--- src/rtl/float_div_seq.sv ---
// Sequential floating-point divider: restoring radix-2 mantissa division, one quotient bit per cycle.
// Exponent 0 is zero, results saturate at the largest finite value, and the quotient is truncated.
module float_div_seq #(
    parameter int N_mantisse = 23,
    parameter int N_exposant = 8
) (
    input  logic                           clk,
    input  logic                           reset,
    input  logic                           start,
    input  logic [N_exposant+N_mantisse:0] op1,
    input  logic [N_exposant+N_mantisse:0] op2,
    output logic                           busy,
    output logic                           done,
    output logic [N_exposant+N_mantisse:0] result
);

    localparam int W  = 1 + N_exposant + N_mantisse;
    localparam int CW = $clog2(N_mantisse + 3);

    localparam logic signed [N_exposant+1:0] D_E     = (N_exposant+2)'(2**(N_exposant-1) - 1);
    localparam logic signed [N_exposant+1:0] EXP_MAX = (N_exposant+2)'(2**N_exposant - 2);
    localparam logic signed [N_exposant+1:0] EXP_MIN = (N_exposant+2)'(1);
    localparam logic [N_exposant-1:0]        EXP_SAT = EXP_MAX[N_exposant-1:0];
    localparam logic [CW-1:0]                LAST_IT = CW'(N_mantisse + 1);

    typedef enum logic [1:0] {IDLE, DIV, NORM, DONE} state_t;

    state_t                        state;
    logic [N_exposant-1:0]         e1;
    logic [N_exposant-1:0]         e2;
    logic                          sign;
    logic signed [N_exposant+1:0]  exp_q;
    logic [N_mantisse+1:0]         rem;
    logic [N_mantisse+1:0]         q;
    logic [N_mantisse:0]           div;
    logic [CW-1:0]                 iter;

    logic                          rem_ge;
    logic [N_mantisse+1:0]         rem_sel;
    logic signed [N_exposant+1:0]  exp_n;
    logic [N_mantisse-1:0]         mant_n;
    logic [W-1:0]                  result_n;

    // One restoring step: subtract the divisor whenever the partial remainder covers it.
    always_comb begin
        rem_ge  = rem >= {1'b0, div};
        rem_sel = rem_ge ? (rem - {1'b0, div}) : rem;
    end

    always_comb begin
        // NOTE: every combinational output gets a default first so no path can infer a latch.
        result_n = {sign, {(W-1){1'b0}}};
        mant_n   = q[N_mantisse-1:0];
        exp_n    = exp_q - EXP_MIN;

        // Integer quotient bit set means the quotient is in [1,2): no exponent adjustment.
        if (q[N_mantisse+1]) begin
            mant_n = q[N_mantisse:1];
            exp_n  = exp_q;
        end

        if (e1 == '0)
            result_n = {sign, {(W-1){1'b0}}};
        else if (e2 == '0)
            result_n = {sign, EXP_SAT, {N_mantisse{1'b1}}};
        else if (exp_n < EXP_MIN)
            result_n = {sign, {(W-1){1'b0}}};
        else if (exp_n > EXP_MAX)
            result_n = {sign, EXP_SAT, {N_mantisse{1'b1}}};
        else
            result_n = {sign, exp_n[N_exposant-1:0], mant_n};
    end

    // NOTE: all sequential state uses non-blocking assignments so every register samples pre-edge values.
    always_ff @(posedge clk or posedge reset) begin
        if (reset) begin
            state  <= IDLE;
            busy   <= 1'b0;
            done   <= 1'b0;
            result <= '0;
            e1     <= '0;
            e2     <= '0;
            sign   <= 1'b0;
            exp_q  <= '0;
            rem    <= '0;
            q      <= '0;
            div    <= '0;
            iter   <= '0;
        end else begin
            case (state)
                IDLE: begin
                    if (start) begin
                        e1    <= op1[W-2:N_mantisse];
                        e2    <= op2[W-2:N_mantisse];
                        sign  <= op1[W-1] ^ op2[W-1];
                        rem   <= {2'b01, op1[N_mantisse-1:0]};
                        div   <= {1'b1, op2[N_mantisse-1:0]};
                        exp_q <= $signed({2'b00, op1[W-2:N_mantisse]})
                               - $signed({2'b00, op2[W-2:N_mantisse]}) + D_E;
                        q     <= '0;
                        iter  <= '0;
                        busy  <= 1'b1;
                        state <= DIV;
                    end
                end
                DIV: begin
                    q    <= {q[N_mantisse:0], rem_ge};
                    rem  <= rem_sel << 1;
                    iter <= iter + 1'b1;
                    if (iter == LAST_IT)
                        state <= NORM;
                end
                NORM: begin
                    result <= result_n;
                    done   <= 1'b1;
                    state  <= DONE;
                end
                DONE: begin
                    done  <= 1'b0;
                    busy  <= 1'b0;
                    state <= IDLE;
                end
                default: state <= IDLE;
            endcase
        end
    end

endmodule

--- config.mk ---
export PLATFORM = sky130hd
export DESIGN_NAME = float_div_seq
export DESIGN_NICKNAME = d
export VERILOG_FILES = /design/src/rtl/float_div_seq.sv
export SDC_FILE = /design/constraint.sdc
export NUM_CORES = 1
export LEC_CHECK = 0
export BUFFER_PORTS_ARGS = -buffer_cell sky130_fd_sc_hd__buf_2
export CAP_MARGIN = 5
export CORE_ASPECT_RATIO = 1.25
export CORE_MARGIN = 10
export CORE_UTILIZATION = 48
export CTS_CLUSTER_SIZE = 25
export DETAILED_ROUTE_END_ITERATION = 7
export PLACE_DENSITY_LB_ADDON = 0.12
export SLEW_MARGIN = 15
export SYNTH_ARGS = -nofsm -noshare
export SYNTH_HDL_FRONTEND = slang
export SYNTH_SLANG_ARGS = --single-unit
export TNS_END_PERCENT = 50
--- constraint.sdc ---
create_clock -name clk -period 4.1 [get_ports clk]
set_input_delay 0.205 -clock clk [delete_from_list [all_inputs] [get_ports clk]]
set_output_delay 0.205 -clock clk [all_outputs]
set_load 0.03 [all_outputs]
Word level (Yosys, flattened, before mapping)
Index checks and enable logic that the tools add are counted.

operators by class
  $add $sub $neg = 5
  magnitude comparators = 3
  equal/unequal tests = 6
  muxes and demuxes = 19
  bitwise logic cells = 1
  reductions and logical operators = 10

operators with widths
  cell                                                                           number
  31-bit 2-to-1 mux                                                              4
  25-bit one-hot mux with 2 select lines                                         2
  25-bit 2-to-1 mux                                                              2
  25-bit by 24-bit greater-or-equal comparator with 1-bit output                 1
  24-bit 2-to-1 mux                                                              1
  24-bit subtractor                                                              1
  23-bit 2-to-1 mux                                                              1
  8-bit logical NOT                                                              2
  9-bit by 8-bit adder with 10-bit output, second input constant                 1
  10-bit by 9-bit > comparator with 1-bit output, second input constant          1
  10-bit by 2-bit less-than comparator with 1-bit output, second input constant  1
  10-bit 2-to-1 mux                                                              1
  5-bit one-hot mux with 2 select lines                                          1
  10-bit by 2-bit subtractor with 10-bit output, second input constant           1
  8-bit by 8-bit subtractor with 9-bit output                                    1
  2-bit one-hot mux with 4 select lines                                          1
  2-bit AND reduction                                                            4
  2-bit nonzero test                                                             3
  5-bit by 1-bit adder with 5-bit output, second input constant                  1
  5-bit equality test, second input constant                                     1
  5-bit 2-to-1 mux                                                               1
  2-bit equality test, second input constant                                     2
  2-bit 2-to-1 mux                                                               2
  2-bit inequality test, second input constant                                   2
  other kinds (5)                                                                6

word-level totals
  bits in registers = 142
  input bits = 67
  output and inout port bits = 34
  word-level logic and storage cells = 56

Logic depth before layout (Yosys ltp)
  depth in word-level cells = 7
  mapped depth = 12
  mapped depth without buffers = 12

Worst setup path after synthesis
OpenSTA, ideal clock, no wires.

  kind = reg2reg
  from = register rem[3]
  to = register rem[3]
  setup time = 0.134 ns
  arrival time = 2.566 ns
  required time = 3.966 ns
  slack = 1.400 ns
  stages on the path, launching flop included = 11
  path buffers = 1
  clock period less this slack = 2.700 ns
  path through = dfrtp_1 -> ha_1 -> o211ai_1 -> a21oi_1 -> nor3b_1 -> o31ai_1 -> a41oi_1 -> o21ai_1 -> buf_2 -> mux2i_1 -> o22ai_1

on the way
  word-level cells in the longest chain between the ends = 3

RTL lines
  item                                                            line  RTL
  from (decl)                                                     33    logic [N_mantisse+1:0] rem;
  from (signal assigned)                                          96    rem <= {2'b01, op1[N_mantisse-1:0]};
  from (signal assigned)                                          108   rem <= rem_sel << 1;
  25-bit by 24-bit greater-or-equal comparator with 1-bit output  46    rem_ge = rem >= {1'b0, div};
  24-bit 2-to-1 mux                                               47    rem_sel = rem_ge ? (rem - {1'b0, div}) : rem;
  25-bit one-hot mux with 2 select lines                          90    case (state)

No other way between the ends.
A chain may end at the register's enable or synchronous reset.

Worst setup path in the final report
  from = register exp_q[0]
  to = register result[30]

on the way
  word-level cells in the longest chain between the ends = 7
  elaborated cells between the ends (all ways) = 8
  those cells by class = 1 x add/sub; 2 x order compare; 5 x mux

RTL lines
  item                                            line  RTL
  from (decl)                                     32    logic signed [N_exposant+1:0] exp_q;
  from (signal assigned)                          98    exp_q <= $signed({2'b00, op1[W-2:N_mantisse]})
  10-bit by 2-bit subtractor with 10-bit output   54    exp_n = exp_q - EXP_MIN;
  10-bit 2-to-1 mux *                             57    if (q[N_mantisse+1]) begin
  10-bit by 9-bit > comparator with 1-bit output  68    else if (exp_n > EXP_MAX)
  31-bit 2-to-1 mux                               68
  31-bit 2-to-1 mux *                             66    else if (exp_n < EXP_MIN)
  31-bit 2-to-1 mux *                             64    else if (e2 == '0)
  31-bit 2-to-1 mux *                             62    if (e1 == '0)
  to (signal assigned)                            114   result <= result_n;
  to (decl)                                       14    output logic [N_exposant+N_mantisse:0] result

Mark *: on every way between the ends. The rest lies on a longest branch, timed or not.

==> results.yml <==
route:
  wl_mm: 19.3
  drcViolationCount: 0
  wl_met1_mm: 8.30
  first_pass_iters: 5
  postRouteAntennaNets: 0
  wl_met2_mm: 9.76
  highest_layer: "met4"
  met3WireLength_um: 787
  wl_per_cell_um: 16.9
  drt_iter0_drc: 398
  avgViaCountPerCell: 5.68
  num_vias: 6481
placement:
  placed_area_um2: 8780
  finalWeightedCongestion: 0.875
  dp.final_hpwl_mm: 13.9
  io_buffers: 100
  dp.cells: 1103
cts:
  h-tree-depth: 4
  cts-root-buf: "clkbuf_16"
  clkTransAtPathRegs_ps: 60
  clkSinkCount: 142
  post_cts_buffers: 0
  insertion_delay_ps: 430
  cts_tree: "done"
  clk_path_buf_depth: 2
  cts_inserted_buffers: 17
timing:
  finalClockSkew_ps: 8.22
  drv_slew: 0
  max-slew-margin-rel_pct: 30.8
  post-route-period-util_pct: 75.5
  fmax_mhz: 323
  fin_setup_tns_ps: 0
  tightest_slew_ps: 1040
  period_needed_ps: 3100
  timing.hold.ws_ps: 11.4
  hold_viol: 0
  setup_viol: 0
  rsz0062_at_grt: "false"
setup_path:
  critPathLaunchType: "flop"
  critical_path_required_ps: 4430
  slowest_stage: "dfrtp_1"
  cp_slowest_stage_delay_ps: 430
  worstSetupPathType: "flop to flop"
  crit_buf_inv: 2
  path_delay_family: "simple AND/OR/NAND/NOR gates"
  path_cells: "inv_1 > ha_1 > nor4b_2 > xnor2_1 > nor4b_1 > nand3_2 > or3_1 > a211oi_1 > a21oi_2 > buf_4 > a41oi_1"
  arrival_ps: 3430
  end_kind: "flop"
  critPathMaxFanout: 19
synthesis:
  synth.net_count: 923
  ys_top_cells_by_area: "dfrtp_1 (44%), ha_1 (6.2%), mux2_2 (4.6%), a21oi_1 (4.1%), xnor2_1 (2.9%)"
  syn_avg_cell_area_um2: 9.93
  syn-instance-count: 814
  yosys-top-cells-count: "dfrtp_1 (142), a21oi_1 (66), nand2_1 (59)"
  synthFlopType: "dfrtp_1"
  syn_area_um2: 8090
  synth_cell_types: 67
  yosys.cell_count.top_type: "dfrtp_1"
  synth_top_area_cell: "dfrtp_1"
  synthArstFlopShare_pct: 100
  synth-edff-count: 0
  ys_ff_latch: 142
  synth_warnings: 0
  seq_area_frac_synth_pct: 43.9
  synth_top_area_share_pct: 43.9
power:
  cellLeakagePower_nw: 4.38
  peakVddDrop_mv: 0.451
  fin_total_pwr_mw: 9.20
  p_per_area_nw_per_um2: 974
floorplanning:
  core_area_um2: 16700
  die_x_um: 136
  rows: 53
  start_util_pct: 48.4
  dieHeight_um: 165
  ios: 101
  fp.dieArea_um2: 22500
grt:
  grt_overflow: 0
  gr-usage-all-layers_pct: 17.4
  grt_pass1_vias: 6602
  grt_pass1_wl_mm: 32.0
  grt_start_max_net_pins: 116
  antenna_found_initial: 0
layout:
  drive_gt1_share_pct: 21.0
  areaGrowthSynthToFinish_pct: 16.9
  postLayoutCellArea_um2: 9450
  antenna_cells: 0
  layout.cells.non_filler: 1141
  nets: 1018
status:
  outcome: "finished, final reports clean"
worst_hold_path:
  hp-class: "input pin to flop"
flow_run:
  drv_cap: 0
[cells by family after synthesis]
| logic type | after synthesis | share of synthesized area, % |
|---|---|---|
| AOI/OAI and AO/OA | 264 | 21.9 |
| and+or+nand+nor | 177 | 11.0 |
| buffers and inverters | 93 | 4.67 |
| DFF | 142 | 43.9 |
| xor gates and xnor gates | 44 | 4.77 |
| adders and majority gates | 42 | 6.68 |
| muxes | 52 | 6.98 |
[cell usage in the layout (no fill, tap or decap), types with 13 or more instances in the layout]
cell type / count
mux2_2: 33
nor2_1: 36
o21ai_1: 13
nand2_1: 58
dfrtp_1: 142
buf_2: 100
ha_1: 40
a22o_1: 25
clkbuf_16: 17
o21ai_0: 32
xor2_1: 17
buf_4: 13
a31oi_1: 26
nor2b_1: 30
a221oi_1: 25
xnor2_1: 27
mux2i_1: 17
inv_1: 47
a21oi_1: 65
[stage by stage]
stage               setup slack (ps)  utilization [%]
floorplan                       85.4                -
global placement                1160             52.6
detailed placement              1050             52.6
CTS                             1030             56.6
global route                     720             56.6
finish                          1000             56.6
[report_power, final]
group          switching [mW]  internal [mW]  total (mW)
clock                   0.590          0.981        1.57
combinational            2.97           2.13        5.10
sequential              0.497           2.04        2.54
total                    4.05           5.15        9.20
[per-layer routing]
layer | track usage, % | up-vias
met1 | 20.7 | 3140
li1 | - | 3175
met3 | 3.33 | 33
met2 | 29.8 | 133
met5 | 0 | -
met4 | 7.71 | 0
[path summary, 6_finish.rpt]
check	cells past startpoint	start	slack, ps	to
max	11	exp_q[0]	1000	result[30]
min	2	op2[1]	10	div[1]
max reg2reg	11	exp_q[0]	1000	result[30]
min reg2reg	2	div[23]	450	div[23]
max in group asynchronous	3	reset	3120	rem[6]
min in group asynchronous	2	reset	30	result[29]
[flip-flops by register name, indices dropped and copies added (netlist names)]
name    count
busy        1
iter        5
e2          8
exp_q      10
e1          8
result     32
sign        1
state       2
div        24
done        1
q          25
rem        25
[final cells by class]
class                           count  area [um^2]
Sequential cell                   142         3550
Tap cell                          220          275
Timing Repair Buffer              120          668
Inverter                           49          189
Clock inverter                     11          141
Clock buffer                       20          457
Multi-Input combinational cell    579         4170
Fill cell                        1514         7260
[repair_timing]
action | 4_1_cts | 5_1_grt
hold endpoints to repair | 7 | 0
hold buffers | 7 | 0
gates resized for setup | 0 | 0
endpoints found under the setup margin | 0 | 0
Note: power is estimated with default switching activity, not from simulation.
